===== config.mk =====
export PLATFORM = sky130hd
export DESIGN_NAME = serial_tx
export DESIGN_NICKNAME = d
export VERILOG_FILES = /design/src/rtl/serial_tx.sv
export SDC_FILE = /design/constraint.sdc
export NUM_CORES = 1
export LEC_CHECK = 0
export CAP_MARGIN = 20
export CORE_UTILIZATION = 35
export DETAILED_ROUTE_END_ITERATION = 8
export SLEW_MARGIN = 20
export SYNTH_ARGS = -nofsm -noshare
export SYNTH_HDL_FRONTEND = slang
export SYNTH_SLANG_ARGS = --single-unit

===== constraint.sdc =====
create_clock -name clk -period 1.77 [get_ports clk]
set_clock_uncertainty 0.1 [all_clocks]
set_input_delay 0.531 -clock clk [delete_from_list [all_inputs] [get_ports clk]]
set_output_delay 0.531 -clock clk [all_outputs]
set_load 0.1 [all_outputs]

===== src/rtl/serial_tx.sv =====
// rtl/serial_tx.sv - one-wire frame transmitter: start 0, WIDTH data bits LSB first, stop 1.
module serial_tx #(
    parameter int WIDTH        = 8,
    parameter int CLKS_PER_BIT = 4
) (
    input  logic             clk,
    input  logic             rst,
    input  logic [WIDTH-1:0] tx_data,
    input  logic             tx_valid,
    output logic             tx_ready,
    output logic             tx_out,
    output logic             tx_busy,
    output logic             tx_done
);

    localparam int BW = (WIDTH > 1) ? $clog2(WIDTH) : 1;
    localparam int CW = (CLKS_PER_BIT > 1) ? $clog2(CLKS_PER_BIT) : 1;
    localparam logic [BW-1:0] LAST_BIT = BW'(WIDTH - 1);
    localparam logic [CW-1:0] LAST_CLK = CW'(CLKS_PER_BIT - 1);

    typedef enum logic [1:0] {
        IDLE  = 2'd0,
        START = 2'd1,
        DATA  = 2'd2,
        STOP  = 2'd3
    } state_t;

    state_t           state_q, state_d;
    logic [WIDTH-1:0] shift_q, shift_d;
    logic [BW-1:0]    bit_cnt_q, bit_cnt_d;
    logic [CW-1:0]    clk_cnt_q, clk_cnt_d;
    logic             tx_out_q, tx_out_d;
    logic             tx_done_q, tx_done_d;
    logic             clk_last;
    logic [WIDTH-1:0] shifted;

    always_ff @(posedge clk or posedge rst) begin
        if (rst) begin
            state_q   <= IDLE;
            shift_q   <= '0;
            bit_cnt_q <= '0;
            clk_cnt_q <= '0;
            tx_out_q  <= 1'b1;
            tx_done_q <= 1'b0;
        end else begin
            state_q   <= state_d;
            shift_q   <= shift_d;
            bit_cnt_q <= bit_cnt_d;
            clk_cnt_q <= clk_cnt_d;
            tx_out_q  <= tx_out_d;
            tx_done_q <= tx_done_d;
        end
    end

    always_comb begin
        state_d   = state_q;
        shift_d   = shift_q;
        bit_cnt_d = bit_cnt_q;
        clk_cnt_d = clk_cnt_q;
        tx_out_d  = tx_out_q;
        tx_done_d = 1'b0;
        clk_last  = (clk_cnt_q == LAST_CLK);
        shifted   = shift_q >> 1;

        case (state_q)
            IDLE: begin
                tx_out_d = 1'b1;
                if (tx_valid) begin
                    shift_d   = tx_data;
                    state_d   = START;
                    tx_out_d  = 1'b0;
                    clk_cnt_d = '0;
                end
            end
            START: begin
                if (clk_last) begin
                    state_d   = DATA;
                    tx_out_d  = shift_q[0];
                    bit_cnt_d = '0;
                    clk_cnt_d = '0;
                end else begin
                    clk_cnt_d = clk_cnt_q + CW'(1);
                end
            end
            DATA: begin
                if (clk_last) begin
                    clk_cnt_d = '0;
                    shift_d   = shifted;
                    bit_cnt_d = bit_cnt_q + BW'(1);
                    // The next bit is taken from the post-shift LSB so it lands on the line at the bit boundary.
                    if (bit_cnt_q == LAST_BIT) begin
                        state_d  = STOP;
                        tx_out_d = 1'b1;
                    end else begin
                        tx_out_d = shifted[0];
                    end
                end else begin
                    clk_cnt_d = clk_cnt_q + CW'(1);
                end
            end
            STOP: begin
                tx_out_d = 1'b1;
                if (clk_last) begin
                    state_d   = IDLE;
                    clk_cnt_d = '0;
                    tx_done_d = 1'b1;
                end else begin
                    clk_cnt_d = clk_cnt_q + CW'(1);
                end
            end
            default: state_d = IDLE;
        endcase
    end

    assign tx_ready = (state_q == IDLE);
    assign tx_busy  = (state_q != IDLE);
    assign tx_out   = tx_out_q;
    assign tx_done  = tx_done_q;

endmodule


==> results.json <==
{
  "area_growth_pct": 36.56,
  "p_clk_share_pct": 7.8,
  "layoutNonFillerInstCount": 137,
  "dr.pass1.iters": 2,
  "grt_pass1_vias": 772,
  "synth_flop_cell": "dfrtp_1",
  "htreeDepth": 1,
  "fp.dieH_um": 55.35,
  "n_antenna_cell": 0,
  "start_kind": "flop",
  "nNetsFinal": 127,
  "critPathSlowestCell": "dfrtp_1",
  "max_freq_ghz": 0.5274,
  "ios": 15,
  "worst_slew_pin_slew_ns": 0.2354,
  "synth_top_area_share_pct": 40.20,
  "portBuffers": 14,
  "drc": 0,
  "final_area_sq_um": 1360,
  "grt_usage_pct": 14.19,
  "clock_latency_ns": 0.29,
  "ys_ff_latch": 17,
  "dpl.cell_count": 128,
  "use_met3_pct": 4.918,
  "crit_path_cell_trace": "inv_2 > ha_4 > clkinvlp_4 > buf_12",
  "syn-num-nets": 98,
  "fin_crit_sh_pct": 107.1,
  "grtUsageMet1_pct": 15.61,
  "synth_area_leaders": "dfrtp_1, mux2_4, ha_1",
  "ant_nets": 0,
  "vdd_drop_max_mv": 1.665,
  "synthTopCellsByCount": "dfrtp_1, ha_1, mux2_2, mux2_4, nand2_1",
  "wire_per_inst_um": 13.77,
  "dr_total_vias": 673,
  "p_int_mw": 1.598,
  "cap_violations": 0,
  "ys.warnings.count": 0,
  "synth_xor_area_share_pct": 0,
  "required_ns": 1.14,
  "vias_per_cell": 4.912,
  "hold_class": "reg2reg",
  "synth_cells": 79,
  "antenna_found_initial": 0,
  "setup_viol": 3,
  "rows": 18,
  "cts_buffer_depth": 2,
  "drt-initial-drc-count": 4,
  "coreArea_sq_um": 2590,
  "clk_pin_slew_ns": 0.10,
  "leakage_nw": 0.6208,
  "gr-total-overflow": 0,
  "wirelength_um": 1887,
  "avgSynthCellArea_sq_um": 12.61,
  "synthAdderAreaFrac_pct": 10.05,
  "synth-simple-area-share_pct": 11.68,
  "relSlewSlack_pct": 83.97,
  "synth_top_area_cell": "dfrtp_1",
  "yosys.cell_count.top_type": "dfrtp_1",
  "synth.mux.area_fraction_pct": 21.86,
  "place_area_sq_um": 1275,
  "die_w_um": 55.35,
  "grt_max_degree": 18,
  "slew_violations": 0,
  "synth_compound_area_share_pct": 9.296,
  "fin_crit_ns": 1.896,
  "crit_arrival_ns": 1.27,
  "synth_area_sq_um": 996.0,
  "violations": "setup timing",
  "seq_area_frac_synth_pct": 42.84,
  "power_frac_comb_pct": 67.4,
  "multi_input_area_sq_um": 556.8,
  "cp_max_fo": 3,
  "worstSetupPathType": "reg2out",
  "power_density_nw_per_um2": 2008,
  "slowest_delay_ns": 0.40,
  "initial_core_util_pct": 38.45,
  "clock_sinks": 17,
  "async_reset_ff_share_pct": 100.0,
  "layout-drive-gt1-share_pct": 42.99,
  "rsz0062_at_grt": "yes",
  "swShare_pct": 41.48,
  "cts_tree": "yes",
  "setup_slack_ns": -0.1262,
  "nFillCells": 230,
  "grt.busiest_layer": "met2",
  "gp_congestion": 0.7843,
  "synth_top_family_by_area": "multiplexers",
  "die_area_sq_um": 3063,
  "p_sw_mw": 1.133,
  "status": "complete, but fails checks",
  "grt_pass1_wl_um": 3277,
  "numCtsBuffers": 3,
  "synth_edf_count": 0,
  "postCtsHoldBufs": 0,
  "dp_hpwl_um": 1386,
  "hold_viol_final": 0,
  "root_buffer": "clkbuf_4",
  "timing.hold.ws_ns": 0.3882,
  "end_kind": "output pin",
  "netlist-cell-type-count": 30,
  "met2_usage_pct": 25.99,
  "seq_power_share_pct": 24.7,
  "final-seq-area_sq_um": 426.7
}
==> cell type report <==
| class | count | area share (%) |
|---|---|---|
| Clock buffer | 4 | 1.932 |
| Inverter | 4 | 1.380 |
| Multi-Input combinational cell | 55 | 40.94 |
| Sequential cell | 17 | 31.37 |
| Tap cell | 30 | 2.760 |
| Timing Repair Buffer | 27 | 21.62 |
==> cell families (layout without fill, tap and decap cells) <==
kind of cell    after synthesis  after routing
mux                          16             16
compound gates               13             13
buf+inv                       7             35
fa+ha+maj                     8              8
simple gates                 18             18
flops                        17             17
==> power by group through the flow <==
stage	registers (mW)	clock network (mW)	logic, mW
2_1_floorplan	0.763	0	1.17
3_3_place_gp	0.687	0	1.66
6_report	0.676	0.214	1.84
4_1_cts	0.672	0.223	1.82
3_5_place_dp	0.686	0	1.71
5_1_grt	0.695	0.240	1.98
==> flip-flops by register name, summed over array words and instances, names as in the netlist <==
name,flops
shift_q,8
bit_cnt_q,3
clk_cnt_q,2
state_q,2
tx_done,1
tx_out,1
==> layer usage <==
metal / vias up / wire, um
met2: 10 / 995
met5: - / 0
met3: 3 / 61
li1: 339 / -
met1: 321 / 820
met4: 0 / 10
==> placed cells by master, fill, tap and decap left out, types with 2 or more instances in the layout <==
master / count
clkbuf_4: 3
clkdlybuf4s50_1: 10
mux2_2: 7
nor2_1: 2
mux2_4: 7
buf_12: 5
o21ai_0: 2
ha_1: 6
a32o_1: 2
nand2b_1: 2
o21ai_1: 3
nand2_1: 6
inv_2: 2
ha_4: 2
buf_4: 11
dfrtp_1: 16
==> worst max-delay path, delay by kind of cell, from the launching register on <==
family / cells / cell delay (ns)
buffers and inverters: 3 / 0.37
adder cells (fa/ha/maj): 1 / 0.19
flip-flops: 1 / 0.40
==> stage by stage <==
stage | utilization, % | TNS (ns) | power [mW] | setup WS (ns)
after detailed placement | 49.23 | -2.100 | 2.392 | -0.2684
after CTS | 51.93 | -0.4409 | 2.714 | -0.1579
after global routing | 52.51 | -0.3731 | 2.918 | -0.1782
final | 52.51 | -0.2157 | 2.732 | -0.1262
after global placement | 49.23 | -1.959 | 2.344 | -0.2524
after floorplan | - | -0.2502 | 1.933 | -0.2502
==> path summary, 6_finish.rpt <==
kind	start	end	slack, ns	cells after the start
worst max-delay path	state_q[0]	tx_busy	-0.13	4
worst min-delay path	clk_cnt_q[1]	clk_cnt_q[1]	0.39	2
worst max register to register	state_q[0]	tx_out	-0.06	7
worst min register to register	clk_cnt_q[1]	clk_cnt_q[1]	0.39	2
max in group asynchronous	rst	tx_out	0.88	3
min in group asynchronous	rst	state_q[0]	0.44	3
==> timing repair <==
item,in CTS,in global routing
buffers inserted,5,3
resized for setup,2,3
setup endpoints to repair,3,10
pin swaps,1,2
Power figures use the tool's default switching activity.
